$ cat src/rtl/rps_pkg.sv
`default_nettype none
// +----------------------------------------------------------------------+
// | rps_pkg                                                              |
// | Shared hand encodings, round result codes and match FSM states.      |
// | Rev 1.0                                                              |
// +----------------------------------------------------------------------+
package rps_pkg;

  localparam logic [1:0] HAND_ROCK     = 2'b00;
  localparam logic [1:0] HAND_PAPER    = 2'b01;
  localparam logic [1:0] HAND_SCISSORS = 2'b10;
  localparam logic [1:0] HAND_INVALID  = 2'b11;

  localparam logic [1:0] RES_TIE   = 2'b00;
  localparam logic [1:0] RES_A_WIN = 2'b01;
  localparam logic [1:0] RES_B_WIN = 2'b10;
  localparam logic [1:0] RES_ERROR = 2'b11;

  typedef enum logic [2:0] {
    ST_IDLE    = 3'd0,
    ST_COLLECT = 3'd1,
    ST_JUDGE   = 3'd2,
    ST_REPORT  = 3'd3,
    ST_DONE    = 3'd4
  } state_t;

endpackage : rps_pkg
`default_nettype wire

$ cat src/rtl/rps_hand_capture.sv
`default_nettype none
// +----------------------------------------------------------------------+
// | rps_hand_capture                                                     |
// | Valid/ready capture register with a captured flag, one per player.   |
// | Rev 1.0                                                              |
// +----------------------------------------------------------------------+
module rps_hand_capture #(
  parameter logic [1:0] RESET_HAND = 2'b00
) (
  input  logic       clk,
  input  logic       reset,
  input  logic       i_enable,
  input  logic       i_clear,
  input  logic       i_valid,
  input  logic [1:0] i_hand,
  output logic       o_ready,
  output logic [1:0] o_hand,
  output logic       o_captured,
  output logic       o_fire
);

  logic       r_captured;
  logic [1:0] r_hand;

  assign o_ready    = i_enable & ~r_captured;
  // A clear on the same edge wins so that start always beats the handshake.
  assign o_fire     = i_valid & o_ready & ~i_clear;
  assign o_hand     = r_hand;
  assign o_captured = r_captured;

  always_ff @(posedge clk or negedge reset) begin
    if (!reset) begin
      r_captured <= 1'b0;
      r_hand     <= RESET_HAND;
    end else if (i_clear) begin
      r_captured <= 1'b0;
    end else if (o_fire) begin
      r_captured <= 1'b1;
      r_hand     <= i_hand;
    end
  end

endmodule : rps_hand_capture
`default_nettype wire

$ cat src/rtl/rps_match_ctrl.sv
`default_nettype none
// +----------------------------------------------------------------------+
// | rps_match_ctrl                                                       |
// | Rock-paper-scissors match controller: collects both hands, scores    |
// | rounds from an external judge, ends the match at WIN_TARGET points.  |
// | Optional build macro: RPS_ERROR_FORFEIT_EN (invalid hand forfeits).  |
// | Rev 1.0                                                              |
// +----------------------------------------------------------------------+
module rps_match_ctrl
  import rps_pkg::*;
#(
  parameter logic [1:0] ROCK       = HAND_ROCK,
  parameter logic [1:0] PAPER      = HAND_PAPER,
  parameter logic [1:0] SCISORS    = HAND_SCISSORS,
  parameter int         WIN_TARGET = 3,
  parameter int         SCORE_W    = 4
) (
  input  logic               clk,
  input  logic               reset,
  input  logic               start,
  input  logic               a_valid,
  input  logic [1:0]         a_hand,
  output logic               a_ready,
  input  logic               b_valid,
  input  logic [1:0]         b_hand,
  output logic               b_ready,
  output logic [1:0]         A,
  output logic [1:0]         B,
  input  logic               is_A_win,
  input  logic               is_error,
  output logic               round_done,
  output logic [1:0]         round_result,
  output logic [SCORE_W-1:0] score_a,
  output logic [SCORE_W-1:0] score_b,
  output logic               match_done,
  output logic               match_winner
);

  localparam logic [SCORE_W-1:0] c_WIN_TARGET = SCORE_W'(WIN_TARGET);

  state_t             r_state;
  state_t             w_next;
  logic [SCORE_W-1:0] r_score_a;
  logic [SCORE_W-1:0] r_score_b;
  logic [1:0]         r_result;
  logic               r_winner;

  logic w_enable;
  logic w_clear;
  logic w_a_cap;
  logic w_a_fire;
  logic w_b_cap;
  logic w_b_fire;
  logic w_bad_a;
  logic w_bad_b;
  logic [1:0] w_result;
  logic w_inc_a;
  logic w_inc_b;
  logic w_forfeit_a;
  logic w_forfeit_b;
  logic w_target_hit;

  function automatic logic f_hand_ok(input logic [1:0] h);
    return (h == ROCK) || (h == PAPER) || (h == SCISORS);
  endfunction

  assign w_enable = (r_state == ST_COLLECT);
  // Flags drop when the round is reported, so the next COLLECT starts empty.
  assign w_clear  = start | (r_state == ST_REPORT);

  rps_hand_capture #(.RESET_HAND(ROCK)) u_cap_a (
    .clk       (clk),
    .reset     (reset),
    .i_enable  (w_enable),
    .i_clear   (w_clear),
    .i_valid   (a_valid),
    .i_hand    (a_hand),
    .o_ready   (a_ready),
    .o_hand    (A),
    .o_captured(w_a_cap),
    .o_fire    (w_a_fire)
  );

  rps_hand_capture #(.RESET_HAND(ROCK)) u_cap_b (
    .clk       (clk),
    .reset     (reset),
    .i_enable  (w_enable),
    .i_clear   (w_clear),
    .i_valid   (b_valid),
    .i_hand    (b_hand),
    .o_ready   (b_ready),
    .o_hand    (B),
    .o_captured(w_b_cap),
    .o_fire    (w_b_fire)
  );

  assign w_bad_a      = ~f_hand_ok(A);
  assign w_bad_b      = ~f_hand_ok(B);
  assign w_target_hit = (r_score_a == c_WIN_TARGET) || (r_score_b == c_WIN_TARGET);

  always_comb begin
    w_result = RES_B_WIN;
    if (is_error || w_bad_a || w_bad_b) begin
      w_result = RES_ERROR;
    end else if (A == B) begin
      w_result = RES_TIE;
    end else if (is_A_win) begin
      w_result = RES_A_WIN;
    end
  end

`ifdef RPS_ERROR_FORFEIT_EN
  assign w_forfeit_a = (w_result == RES_ERROR) && w_bad_b && !w_bad_a;
  assign w_forfeit_b = (w_result == RES_ERROR) && w_bad_a && !w_bad_b;
`else
  assign w_forfeit_a = 1'b0;
  assign w_forfeit_b = 1'b0;
`endif

  assign w_inc_a = ((w_result == RES_A_WIN) || w_forfeit_a) && (r_score_a != c_WIN_TARGET);
  assign w_inc_b = ((w_result == RES_B_WIN) || w_forfeit_b) && (r_score_b != c_WIN_TARGET);

  always_comb begin
    w_next = r_state;
    if (start) begin
      w_next = ST_COLLECT;
    end else begin
      unique case (r_state)
        ST_IDLE:    w_next = ST_IDLE;
        ST_COLLECT: if ((w_a_cap | w_a_fire) && (w_b_cap | w_b_fire)) w_next = ST_JUDGE;
        ST_JUDGE:   w_next = ST_REPORT;
        ST_REPORT:  w_next = w_target_hit ? ST_DONE : ST_COLLECT;
        ST_DONE:    w_next = ST_DONE;
        default:    w_next = ST_IDLE;
      endcase
    end
  end

  always_ff @(posedge clk or negedge reset) begin
    if (!reset) begin
      r_state <= ST_IDLE;
    end else begin
      r_state <= w_next;
    end
  end

  always_ff @(posedge clk or negedge reset) begin
    if (!reset) begin
      r_score_a <= '0;
      r_score_b <= '0;
      r_result  <= RES_TIE;
      r_winner  <= 1'b0;
    end else if (start) begin
      r_score_a <= '0;
      r_score_b <= '0;
      r_winner  <= 1'b0;
    end else if (r_state == ST_JUDGE) begin
      r_result <= w_result;
      if (w_inc_a) r_score_a <= r_score_a + 1'b1;
      if (w_inc_b) r_score_b <= r_score_b + 1'b1;
    end else if ((r_state == ST_REPORT) && w_target_hit) begin
      r_winner <= (r_score_b == c_WIN_TARGET);
    end
  end

  assign round_done   = (r_state == ST_REPORT);
  assign match_done   = (r_state == ST_DONE);
  assign match_winner = r_winner;
  assign round_result = r_result;
  assign score_a      = r_score_a;
  assign score_b      = r_score_b;

endmodule : rps_match_ctrl
`default_nettype wire
$ cat config.mk
export PLATFORM = sky130hd
export DESIGN_NAME = rps_match_ctrl
export DESIGN_NICKNAME = d
export VERILOG_FILES = /design/src/rtl/rps_pkg.sv /design/src/rtl/rps_hand_capture.sv /design/src/rtl/rps_match_ctrl.sv
export SDC_FILE = /design/constraint.sdc
export NUM_CORES = 1
export LEC_CHECK = 0
export CORE_MARGIN = 2
export CORE_UTILIZATION = 40
export CTS_CLUSTER_DIAMETER = 120
export DETAILED_ROUTE_END_ITERATION = 16
export GPL_ROUTABILITY_DRIVEN = 0
export PLACE_DENSITY = 0.79
export SKIP_CTS_REPAIR_TIMING = 1
export SYNTH_ARGS = -nofsm -noshare
export SYNTH_HDL_FRONTEND = slang
export SYNTH_SLANG_ARGS = --single-unit
$ cat constraint.sdc
create_clock -name clk -period 2.63 [get_ports clk]
set_clock_uncertainty 0.15 [all_clocks]
set_input_delay 0.526 -clock clk [delete_from_list [all_inputs] [get_ports clk]]
set_output_delay 0.526 -clock clk [all_outputs]
set_load 0.02 [all_outputs]
==> tab_implementation.tex, run 1 <==
\begin{tabular}{lr}
\hline
Metric & Value \\
\hline
\multicolumn{2}{l}{\textbf{Floorplan}} \\
\quad Initial core utilization & 42.9\% \\
\quad Number of placed I/O pins & 30 \\
\quad Die W & 55.8 um \\
\quad Total die area & 3110 sq um \\
\quad Height of the die & 55.8 um \\
\quad Core ar. & 2500 sq um \\
\quad Placement Rows & 18 \\
\multicolumn{2}{l}{\textbf{Routing}} \\
\quad Total number of vias & 894 \\
\quad Post-detailed-route wirelength per cell & 13.6 um \\
\quad Post-route ant nets & 0 \\
\quad Initial drt markers & 22 \\
\quad Remaining DRCs & 0 \\
\quad Average via count per standard cell & 5.32 \\
\quad Wire length after detailed routing & 2.29 mm \\
\quad First drt pass iteration count & 4 \\
\multicolumn{2}{l}{\textbf{Timing}} \\
\quad Fmax & 405 MHz \\
\quad Final setup viols & 0 \\
\quad RSZ-0062 raised after global routing & no \\
\quad Tcrit/Tclk final & 94.0\% \\
\quad Headroom to the max-slew limit & 69.6\% \\
\quad Worst-margin pin slew & 0.452 ns \\
\quad Max Transition Viols Final & 0 \\
\quad Final number of hold-violating endpoints & 0 \\
\quad Tmin final & 2.47 ns \\
\quad Post-layout worst setup margin & 0.158 ns \\
\quad Setup TNS & 0 ns \\
\multicolumn{2}{l}{\textbf{Clocking}} \\
\quad Count of H-tree levels built during CTS & 1 \\
\quad Cell at the root of the clock tree & clkbuf\_4 \\
\quad Clock net sink count & 20 \\
\quad CTS buffer count & 3 \\
\quad CTS max path bufs & 2 \\
\quad Reg clk slew, reported paths & 0.12 ns \\
\quad Clock latency on the worst-skew pair & 0.31 ns \\
\quad Clock tree from TritonCTS & done \\
\multicolumn{2}{l}{\textbf{Setup path}} \\
\quad Required arrival time at the worst endpoint & 1.95 ns \\
\quad Cell-by-cell listing of the critical path & nand2b\_1 -> nor2\_1 -> clkdlybuf4s50\_1 \\
\quad Slowest Stage Delay on Critical Path & 0.63 ns \\
\quad Arrival time of the worst setup path & 1.80 ns \\
\quad Crit start category & flip-flop \\
\quad Top Family by Delay on Critical Path & buffers and inverters \\
\quad Largest fanout on the critical path & 8 \\
\quad Number of buffers and inverters on the critical path & 1 \\
\quad Cell with the biggest individual delay on the critical path & clkdlybuf4s50\_1 \\
\quad Kind of critical path & reg2out \\
\quad Endpoint kind of the worst setup timing path & output pin \\
\multicolumn{2}{l}{\textbf{Global routing}} \\
\quad Maximum number of pins on one net before global-route repair & 21 \\
\quad Congestion Overflow GR & 0 \\
\quad Via count of the first global-routing pass & 914 \\
\quad Initial antenna violation count & 0 \\
\quad Total GRT Usage & 16.6\% \\
\quad Global-route wire length before repair & 4.05 mm \\
\multicolumn{2}{l}{\textbf{Yosys}} \\
\quad Fraction of synthesized cell area in xor and xnor cells & 3.27\% \\
\quad Netlist cell types & 35 \\
\quad Post-synthesis share of cell area spent on and, or, nand and nor gates & 24.4\% \\
\quad Net count after synthesis & 118 \\
\quad Synth Area in Adders & 2.33\% \\
\quad Cell area after synthesis & 1070 sq um \\
\quad Share of the synthesized area in compound gates (AO/OA/AOI/OAI) & 12.0\% \\
\quad Main combinational cell family by area after synthesis & simple AND/OR/NAND/NOR gates \\
\quad Post-synthesis register bit count & 20 \\
\quad Number of warnings printed during yosys synthesis & 0 \\
\quad Post-Syn Instances & 105 \\
\quad Proportion of synthesized chip area in sequential cells & 46.7\% \\
\quad Post-synthesis average cell area & 10.2 sq um \\
\quad Multiplexer fraction of the synthesized cell area & 7.47\% \\
\multicolumn{2}{l}{\textbf{Cells and area}} \\
\quad Antenna diode instance count & 0 \\
\quad Leading cell types in the layout, fill and taps excluded & 27 x clkdlybuf4s50\_1, 20 x dfrtp\_1, 16 x nor2\_1, 8 x a21oi\_1 \\
\quad \# fillers & 238 \\
\quad Most frequent standard cell in the layout excluding fill and tap cells & clkdlybuf4s50\_1 \\
\quad Synth-to-layout area growth & 34.5\% \\
\quad Share of post-route cells with drive strength above 1 & 14.5\% \\
\quad Number of nets at the end of the flow & 152 \\
\multicolumn{2}{l}{\textbf{Pwr}} \\
\quad Total chip power & 0.957 mW \\
\quad Maximum VDD drop & 0.000545 V \\
\quad Cell leakage power & 0.653 nW \\
\quad Areal power density over the cells & 663 nW/um\^{}2 \\
\multicolumn{2}{l}{\textbf{Placed design}} \\
\quad Post-placement setup slack & 0.336 ns \\
\quad Total of buffers placed on input and output ports & 29 \\
\quad Detail Placement HPWL & 1.73 mm \\
\multicolumn{2}{l}{\textbf{Hold path}} \\
\quad Path category of the worst min-delay check & in2async \\
\multicolumn{2}{l}{\textbf{Flow run}} \\
\quad Max Cap Viol & 0 \\
\multicolumn{2}{l}{\textbf{Run status}} \\
\quad Run status & finished clean \\
\hline
\end{tabular}
-- synth_stat cells (all sizes together) --
| cell type | count | area, sq um |
|---|---|---|
| and2b | 1 | 7.51 |
| and4 | 1 | 8.76 |
| clkbuf | 1 | 3.75 |
| or3b | 1 | 8.76 |
| buf | 2 | 22.5 |
| xnor2 | 1 | 8.76 |
| nand2 | 1 | 3.75 |
| dfrtp | 20 | 500 |
| nor3 | 6 | 41.3 |
| mux2 | 5 | 60.1 |
| or3 | 3 | 20.0 |
| a211o | 1 | 8.76 |
| xor2 | 3 | 26.3 |
| a21o | 1 | 7.51 |
| inv | 4 | 15.0 |
| a22oi | 1 | 7.51 |
| o21ai | 3 | 15.0 |
| mux2i | 2 | 20.0 |
| a31o | 1 | 8.76 |
| nand2b | 4 | 25.0 |
| nor3b | 2 | 15.0 |
| a31oi | 3 | 18.8 |
| o21bai | 2 | 15.0 |
| or2b | 1 | 7.51 |
| nand3 | 5 | 25.0 |
| nand4 | 1 | 21.3 |
| a21oi | 8 | 40.0 |
| nor2 | 18 | 77.6 |
| ha | 2 | 25.0 |
| a211oi | 1 | 7.51 |
-- where the power goes --
part	switching [mW]	internal (mW)
clock	0.0986	0.0846
sequential	0.0602	0.356
combinational	0.177	0.181
-- worst reg2reg max path: cells and delay by family (launching register included) --
kind                       cells  cell delay (ns)
and+or+nand+nor                3             0.88
DFF                            1             0.46
muxes                          1             0.29
adders and majority gates      1             0.22
-- layer usage --
layer | part of all wire [%] | track usage (%) | up-vias
met3 | 5.0 | 5.35 | 2
met5 | 0 | 0 | -
met2 | 51 | 26.7 | 24
met1 | 43 | 20.7 | 430
li1 | - | - | 438
met4 | 0.83 | 5.92 | 0
-- final timing paths --
path | start | endpoint | slack (ns) | cells after the start
max | r_state[2]$_DFFE_PN0P_ | round_done | 0.16 | 3
min | reset | u_cap_b.o_hand[0]$_DFFE_PN0P_ | 0.38 | 2
max reg2reg | score_a[1]$_DFFE_PN0P_ | score_a[3]$_DFFE_PN0P_ | 0.53 | 5
min reg2reg | round_result[1]$_DFFE_PN0P_ | round_result[1]$_DFFE_PN0P_ | 0.39 | 2
max in group asynchronous | reset | score_b[2]$_DFFE_PN0P_ | 1.72 | 2
min in group clk | round_result[1]$_DFFE_PN0P_ | round_result[1]$_DFFE_PN0P_ | 0.39 | 2
-- flip-flops by register name, summed over array words and instances (netlist names) --
register and count:
score_b 4, u_cap_b.o_hand 2, r_state 3, u_cap_b.o_captured 1
u_cap_a.o_captured 1, match_winner 1, round_result 2, score_a 4
u_cap_a.o_hand 2
-- logic make-up after synthesis --
group / after synthesis
compound gates: 21
xor+xnor: 4
fa+ha+maj: 2
buf+inv: 7
flops: 20
mux: 7
simple gates: 44
-- final cells by class --
type	count	area, sq um	share of cell area, %
Timing Repair Buffer	32	318	22.0
Clock buffer	4	36.3	2.52
Inverter	4	15.0	1.04
Sequential cell	20	500	34.7
Multi-Input combinational cell	78	536	37.1
Tap cell	30	37.5	2.60
-- per-stage QoR --
step	std cells	util [%]	instance area [sq um]	hold WS, ns
final	168	57.7	1440	0.384
after global routing	168	57.7	1440	0.402
after CTS	168	57.3	1430	0.392
after detailed placement	164	55.9	1400	0.367
after global placement	164	55.9	1400	0.362
after floorplan	105	-	1070	0.0804
No activity file was read; power rests on OpenSTA's default activity.
==> inputs of run 2 (changes only) <==
==> constraint.sdc (replaced) <==
create_clock -name clk -period 2.63 [get_ports clk]
set_clock_uncertainty 0.15 [all_clocks]
set_input_delay 0.526 -clock clk [delete_from_list [all_inputs] [get_ports clk]]
set_output_delay 0.526 -clock clk [all_outputs]
set_load 0.1 [all_outputs]
==> tab_implementation.tex, run 2 (synthesis results as in run 1) <==
\begin{tabular}{lr}
\hline
Metric & Value \\
\hline
\multicolumn{2}{l}{\textbf{Run status}} \\
\quad Run status & finished clean \\
\multicolumn{2}{l}{\textbf{Floorplan}} \\
\quad Placement Rows & 18 (unchanged) \\
\quad Number of placed I/O pins & 30 (unchanged) \\
\quad Total die area & 3110 sq um (unchanged) \\
\quad Height of the die & 55.8 um (unchanged) \\
\quad Initial core utilization & 42.9\% (unchanged) \\
\quad Die W & 55.8 um (unchanged) \\
\quad Core ar. & 2500 sq um (unchanged) \\
\multicolumn{2}{l}{\textbf{Timing}} \\
\quad Setup TNS & 0 ns (unchanged) \\
\quad Headroom to the max-slew limit & 63.9\% (-5.7 points) \\
\quad Final setup viols & 0 (unchanged) \\
\quad Tmin final & 2.23 ns (-0.238 ns) \\
\quad RSZ-0062 raised after global routing & no \\
\quad Worst-margin pin slew & 0.539 ns (+0.0873 ns) \\
\quad Fmax & 448 MHz (+11\%) \\
\quad Max Transition Viols Final & 0 (unchanged) \\
\quad Tcrit/Tclk final & 84.9\% (-9.1 points) \\
\quad Final number of hold-violating endpoints & 0 (unchanged) \\
\quad Post-layout worst setup margin & 0.396 ns (+0.238 ns) \\
\multicolumn{2}{l}{\textbf{Routing}} \\
\quad Post-route ant nets & 0 (unchanged) \\
\quad Initial drt markers & 11 (-50\%) \\
\quad Total met2 wirelength after detailed routing & 1.21 mm (+3.5\%) \\
\quad Average via count per standard cell & 5.28 (-0.86\%) \\
\quad Remaining DRCs & 0 (unchanged) \\
\quad Wire length after detailed routing & 2.32 mm (+1.1\%) \\
\quad Post-route met1 wirelength & 997 um (+0.50\%) \\
\quad Highest routed metal layer & met4 \\
\quad Met3 Wirelength & 89 um (-23\%) \\
\quad Post-detailed-route wirelength per cell & 13.9 um (+1.7\%) \\
\quad First drt pass iteration count & 4 (unchanged) \\
\quad Total number of vias & 881 (-1.5\%) \\
\multicolumn{2}{l}{\textbf{Setup path}} \\
\quad Largest fanout on the critical path & 8 (unchanged) \\
\quad Cell with the biggest individual delay on the critical path & dfrtp\_1 \\
\quad Required arrival time at the worst endpoint & 1.95 ns (about the same) \\
\quad Kind of critical path & reg2out \\
\quad Crit start category & flip-flop \\
\quad Worst r2r dst & score\_a[3]\$\_DFFE\_PN0P\_ \\
\quad Cell-by-cell listing of the critical path & nand2b\_1 -> nor2\_2 -> buf\_12 \\
\quad Arrival time of the worst setup path & 1.56 ns (-0.24 ns) \\
\quad Slowest Stage Delay on Critical Path & 0.51 ns (-0.12 ns) \\
\quad Number of cells on the worst reg-to-reg path & 5 (unchanged) \\
\quad Endpoint kind of the worst setup timing path & output pin \\
\quad Number of buffers and inverters on the critical path & 1 (unchanged) \\
\quad Internal reg-to-reg setup slack & 0.55 ns (+0.02 ns) \\
\quad Top Family by Delay on Critical Path & simple AND/OR/NAND/NOR gates \\
\quad Launching point of the worst reg2reg path & score\_a[0]\$\_DFFE\_PN0P\_ \\
\multicolumn{2}{l}{\textbf{Cells and area}} \\
\quad Number of nets at the end of the flow & 151 (-0.66\%) \\
\quad Share of post-route cells with drive strength above 1 & 31.4\% (+17 points) \\
\quad Synth-to-layout area growth & 35.0\% \\
\quad Non-filler instance count after layout & 167 (-0.60\%) \\
\quad End-of-flow core utilization & 57.9\% (+0.20 points) \\
\quad Leading cell types in the layout, fill and taps excluded & 18 x dfrtp\_1, 17 x buf\_4, 15 x nor2\_1, 10 x clkdlybuf4s50\_1, 8 x a21oi\_1 \\
\quad Most frequent standard cell in the layout excluding fill and tap cells & dfrtp\_1 \\
\quad Antenna diode instance count & 0 (unchanged) \\
\multicolumn{2}{l}{\textbf{Clocking}} \\
\quad Clock tree from TritonCTS & done \\
\quad CTS buffer count & 3 (unchanged) \\
\quad CTS max path bufs & 2 (unchanged) \\
\quad Cell at the root of the clock tree & clkbuf\_4 \\
\quad Clock net sink count & 20 (unchanged) \\
\quad Reg clk slew, reported paths & 0.11 ns (about the same) \\
\quad Count of H-tree levels built during CTS & 1 (unchanged) \\
\quad Clock latency on the worst-skew pair & 0.30 ns (about the same) \\
\multicolumn{2}{l}{\textbf{Global routing}} \\
\quad Via count of the first global-routing pass & 880 (-3.7\%) \\
\quad Congestion Overflow GR & 0 (unchanged) \\
\quad Global-route wire length before repair & 4.01 mm (-1.0\%) \\
\quad Initial antenna violation count & 0 (unchanged) \\
\quad Total GRT Usage & 16.3\% (-0.24 points) \\
\quad Maximum number of pins on one net before global-route repair & 13 (-38\%) \\
\multicolumn{2}{l}{\textbf{Pwr}} \\
\quad Net switching fraction of the power & 51.5\% (+16 points) \\
\quad Total chip power & 1.30 mW (+36\%) \\
\quad Areal power density over the cells & 899 nW/um\^{}2 (+36\%) \\
\quad Comb power frac & 54.0\% (+17 points) \\
\quad Cell leakage power & 0.677 nW (+3.7\%) \\
\quad Internal power & 0.632 mW (+1.6\%) \\
\quad Part of the total power dissipated in the clock network & 13.8\% (-5.3 points) \\
\quad Seq pwr share & 32.2\% (-11 points) \\
\quad P\_sw & 0.670 mW (+100\%) \\
\quad Maximum VDD drop & 0.00110 V (+100\%) \\
\multicolumn{2}{l}{\textbf{Placed design}} \\
\quad Post-placement setup slack & 0.339 ns (+0.00339 ns) \\
\quad Total of buffers placed on input and output ports & 29 (unchanged) \\
\quad Total instance count after detailed placement & 163 (-0.61\%) \\
\quad Detail Placement HPWL & 1.81 mm (+4.4\%) \\
\multicolumn{2}{l}{\textbf{Hold path}} \\
\quad Sink of the worst hold path & round\_result[0]\$\_DFFE\_PN0P\_ \\
\quad Path category of the worst min-delay check & reg2reg \\
\quad Hold Crit Start & round\_result[0]\$\_DFFE\_PN0P\_ \\
\quad Hold Path Stages & 2 \\
\multicolumn{2}{l}{\textbf{Flow run}} \\
\quad Max Cap Viol & 0 (unchanged) \\
\hline
\end{tabular}
-- run 2: worst max-delay path by stage --
| stage | start | end | slack [ns] | cells past startpoint |
|---|---|---|---|---|
| floorplan | r_state[1]$_DFFE_PN0P_ | b_ready | 0.11 | 2 |
| global placement | is_error | score_a[3]$_DFFE_PN0P_ | 0.38 | 5 |
| detailed placement | is_error | score_a[3]$_DFFE_PN0P_ | 0.34 | 5 |
| CTS | r_state[2]$_DFFE_PN0P_ | round_done | 0.39 | 3 |
| global route | r_state[2]$_DFFE_PN0P_ | round_done | 0.32 | 3 |
| finish | r_state[2]$_DFFE_PN0P_ | round_done | 0.40 | 3 |
-- run 2: through the flow --
stage	area, sq um	hold slack (ns)
finish	1450	0.405
global route	1450	0.411
CTS	1450	0.411
detailed placement	1410	0.385
global placement	1410	0.364
floorplan	1090	0.0804
-- run 2: layer usage --
layer | up-vias | global-route usage [%]
li1 | 433 | -
met1 | 428 | 19.9
met2 | 15 | 27.6
met3 | 5 | 5.35
met4 | 0 | 4.53
met5 | - | 0
-- run 2: final cells by class --
class	instances	area, sq um
Timing Repair Buffer	31	308
Sequential cell	20	503
Fill cell	222	1050
Tap cell	30	37.5
Multi-Input combinational cell	78	548
Inverter	4	15.0
Clock buffer	4	36.3
-- run 2: power groups by stage --
stage                     clock (mW)  sequential [mW]  combinational, mW
after floorplan                    0            0.713              0.237
after global placement             0            0.421              0.699
after detailed placement           0            0.427              0.704
after CTS                      0.186            0.420              0.706
after global routing           0.201            0.428              0.737
final                          0.179            0.419              0.703
-- run 2: tightest hold or removal path, stage by stage, from the launching register on --
cell and delay (ns):
dfrtp_1 0.37, nor2_1 0.05, a21oi_1 0.10
==> inputs of run 3 (changes only) <==
--- a/config.mk
+++ b/config.mk
@@ -10,7 +10,7 @@
 export CTS_CLUSTER_DIAMETER = 120
 export DETAILED_ROUTE_END_ITERATION = 16
 export GPL_ROUTABILITY_DRIVEN = 0
-export PLACE_DENSITY = 0.79
+export PLACE_DENSITY = 0.81
 export SKIP_CTS_REPAIR_TIMING = 1
 export SYNTH_ARGS = -nofsm -noshare
 export SYNTH_HDL_FRONTEND = slang
==> constraint.sdc (replaced) <==
create_clock -name clk -period 1.95 [get_ports clk]
set_clock_uncertainty 0.15 [all_clocks]
set_input_delay 0.39 -clock clk [delete_from_list [all_inputs] [get_ports clk]]
set_output_delay 0.39 -clock clk [all_outputs]
set_load 0.1 [all_outputs]
==> tab_implementation.tex, run 3 (synthesis results as in run 1) <==
\begin{tabular}{lr}
\hline
Metric & Value \\
\hline
\multicolumn{2}{l}{\textbf{Placed design}} \\
\quad Post-placement setup slack & -0.136 ns (-0.475 ns) \\
\quad Detail Placement HPWL & 2.00 mm (+11\%) \\
\quad Total of buffers placed on input and output ports & 29 (unchanged) \\
\quad Total instance count after detailed placement & 169 (+3.7\%) \\
\multicolumn{2}{l}{\textbf{Clocking}} \\
\quad Cell at the root of the clock tree & clkbuf\_4 \\
\quad Count of H-tree levels built during CTS & 1 (unchanged) \\
\quad CTS max path bufs & 2 (unchanged) \\
\quad Clock tree from TritonCTS & done \\
\quad Clock net sink count & 20 (unchanged) \\
\quad CTS buffer count & 3 (unchanged) \\
\quad Reg clk slew, reported paths & 0.11 ns (about the same) \\
\quad Clock latency on the worst-skew pair & 0.30 ns (about the same) \\
\multicolumn{2}{l}{\textbf{Timing}} \\
\quad Max Transition Viols Final & 0 (unchanged) \\
\quad Tightest hold margin & 0.270 ns (-0.135 ns) \\
\quad Final setup viols & 0 (unchanged) \\
\quad RSZ-0062 raised after global routing & yes \\
\quad Post-layout worst setup margin & 0.0143 ns (-0.382 ns) \\
\quad Fmax & 517 MHz \\
\quad Worst-margin pin slew & 0.267 ns (-0.273 ns) \\
\quad Tcrit/Tclk final & 99.3\% \\
\quad Headroom to the max-slew limit & 82.2\% (+18 points) \\
\quad Setup TNS & 0 ns (unchanged) \\
\quad Tmin final & 1.94 ns \\
\quad Final number of hold-violating endpoints & 0 (unchanged) \\
\multicolumn{2}{l}{\textbf{Setup path}} \\
\quad Slowest Stage Delay on Critical Path & 0.42 ns (-0.09 ns) \\
\quad Required arrival time at the worst endpoint & 1.41 ns (-0.54 ns) \\
\quad Number of cells on the worst reg-to-reg path & 6 (+1) \\
\quad Cell-by-cell listing of the critical path & nand2b\_4 -> nor3\_4 -> buf\_12 \\
\quad Cell with the biggest individual delay on the critical path & dfrtp\_2 \\
\quad Cell depth of the worst setup path & 3 (unchanged) \\
\quad Top Family by Delay on Critical Path & simple AND/OR/NAND/NOR gates \\
\quad Endpoint kind of the worst setup timing path & output pin \\
\quad Number of buffers and inverters on the critical path & 1 (unchanged) \\
\quad Kind of critical path & reg2out \\
\quad Largest fanout on the critical path & 5 (-3) \\
\quad Crit start category & flip-flop \\
\quad Arrival time of the worst setup path & 1.40 ns (-0.16 ns) \\
\multicolumn{2}{l}{\textbf{Floorplan}} \\
\quad Initial core utilization & 42.9\% (unchanged) \\
\quad Height of the die & 55.8 um (unchanged) \\
\quad Total die area & 3110 sq um (unchanged) \\
\quad Placement Rows & 18 (unchanged) \\
\quad Die W & 55.8 um (unchanged) \\
\quad Number of placed I/O pins & 30 (unchanged) \\
\quad Core ar. & 2500 sq um (unchanged) \\
\multicolumn{2}{l}{\textbf{Run status}} \\
\quad Run status & finished clean \\
\multicolumn{2}{l}{\textbf{Global routing}} \\
\quad Busiest layer in global routing & met2 \\
\quad Initial antenna violation count & 0 (unchanged) \\
\quad Global-route wire length before repair & 4.35 mm (+8.6\%) \\
\quad Maximum number of pins on one net before global-route repair & 21 (+8) \\
\quad Met1 usage & 22.1\% (+2.2 points) \\
\quad Via count of the first global-routing pass & 934 (+6.1\%) \\
\quad Total GRT Usage & 17.6\% (+1.3 points) \\
\quad M2 GR Usage & 29.9\% (+2.4 points) \\
\quad Congestion Overflow GR & 0 (unchanged) \\
\quad GR Util met3 & 4.19\% (-1.2 points) \\
\multicolumn{2}{l}{\textbf{Hold path}} \\
\quad Path category of the worst min-delay check & in2async \\
\multicolumn{2}{l}{\textbf{Cells and area}} \\
\quad Leading cell types in the layout, fill and taps excluded & 19 x buf\_12, 15 x nor2\_1, 13 x buf\_4, 10 x clkdlybuf4s50\_1, 10 x dfrtp\_2 \\
\quad Most frequent standard cell in the layout excluding fill and tap cells & buf\_12 \\
\quad Synth-to-layout area growth & 68.8\% \\
\quad Non-filler instance count after layout & 178 (+6.6\%) \\
\quad Multi-input gate area & 626 sq um (+14\%) \\
\quad Antenna diode instance count & 0 (unchanged) \\
\quad Number of nets at the end of the flow & 162 (+7.3\%) \\
\quad Share of post-route cells with drive strength above 1 & 48.6\% (+17 points) \\
\quad \# fillers & 171 (-23\%) \\
\quad Footprint of the flip-flops and latches & 528 sq um (+5.0\%) \\
\multicolumn{2}{l}{\textbf{Flow run}} \\
\quad Max Cap Viol & 0 (unchanged) \\
\multicolumn{2}{l}{\textbf{Pwr}} \\
\quad Areal power density over the cells & 1090 nW/um\^{}2 (+21\%) \\
\quad Cell leakage power & 0.771 nW (+14\%) \\
\quad Total chip power & 1.97 mW (+52\%) \\
\quad Maximum VDD drop & 0.00157 V (+43\%) \\
\multicolumn{2}{l}{\textbf{Routing}} \\
\quad Post-detailed-route wirelength per cell & 15.2 um (+9.5\%) \\
\quad Wire length after detailed routing & 2.70 mm (+17\%) \\
\quad Average via count per standard cell & 5.42 (+2.7\%) \\
\quad Initial drt markers & 34 (+23) \\
\quad Remaining DRCs & 0 (unchanged) \\
\quad First drt pass iteration count & 4 (unchanged) \\
\quad Post-route ant nets & 0 (unchanged) \\
\quad Total number of vias & 964 (+9.4\%) \\
\hline
\end{tabular}
run 3: layout make-up:
type,count,area share [%]
Inverter,4,0.829
Sequential cell,20,29.2
Timing Repair Buffer,42,31.9
Clock buffer,4,1.45
Tap cell,30,2.07
Multi-Input combinational cell,78,34.6
run 3: path summary, 6_finish.rpt:
kind                                   startpoint                       endpoint  slack, ns
min reg2reg                r_state[2]$_DFFE_PN0P_         r_state[1]$_DFFE_PN0P_       0.38
min                                         reset  u_cap_b.o_hand[0]$_DFFE_PN0P_       0.27
max in group asynchronous                   reset         score_a[0]$_DFFE_PN0P_       1.14
max                        r_state[1]$_DFFE_PN0P_                        b_ready       0.01
max reg2reg                r_state[2]$_DFFE_PN0P_         score_a[3]$_DFFE_PN0P_       0.03
min in group clk           r_state[2]$_DFFE_PN0P_         r_state[1]$_DFFE_PN0P_       0.38
run 3: worst register-to-register path: stages (launching register included):
cell and delay (ns):
dfrtp_2 0.47, buf_4 0.17, buf_4 0.14, nor3_4 0.18, and4_2 0.30, nand4_4 0.11, mux2_4 0.30
run 3: layer usage:
layer	share of wire, %	up-vias
met5	0	-
met4	0.33	0
met3	6.0	2
met2	54	33
met1	40	469
li1	-	460
run 3: stage by stage:
| stage | utilization (%) | area, sq um |
|---|---|---|
| 2_1_floorplan | - | 1180 |
| 3_3_place_gp | 69.3 | 1730 |
| 3_5_place_dp | 69.3 | 1730 |
| 4_1_cts | 70.3 | 1760 |
| 5_1_grt | 72.4 | 1810 |
| 6_report | 72.4 | 1810 |
run 3: where the power goes:
| group | switching [mW] | internal [mW] | total (mW) |
|---|---|---|---|
| Sequential | 0.116 | 0.488 | 0.605 |
| Clock | 0.126 | 0.0796 | 0.206 |
| Combinational | 0.731 | 0.433 | 1.16 |
| Total | 0.973 | 1.00 | 1.97 |
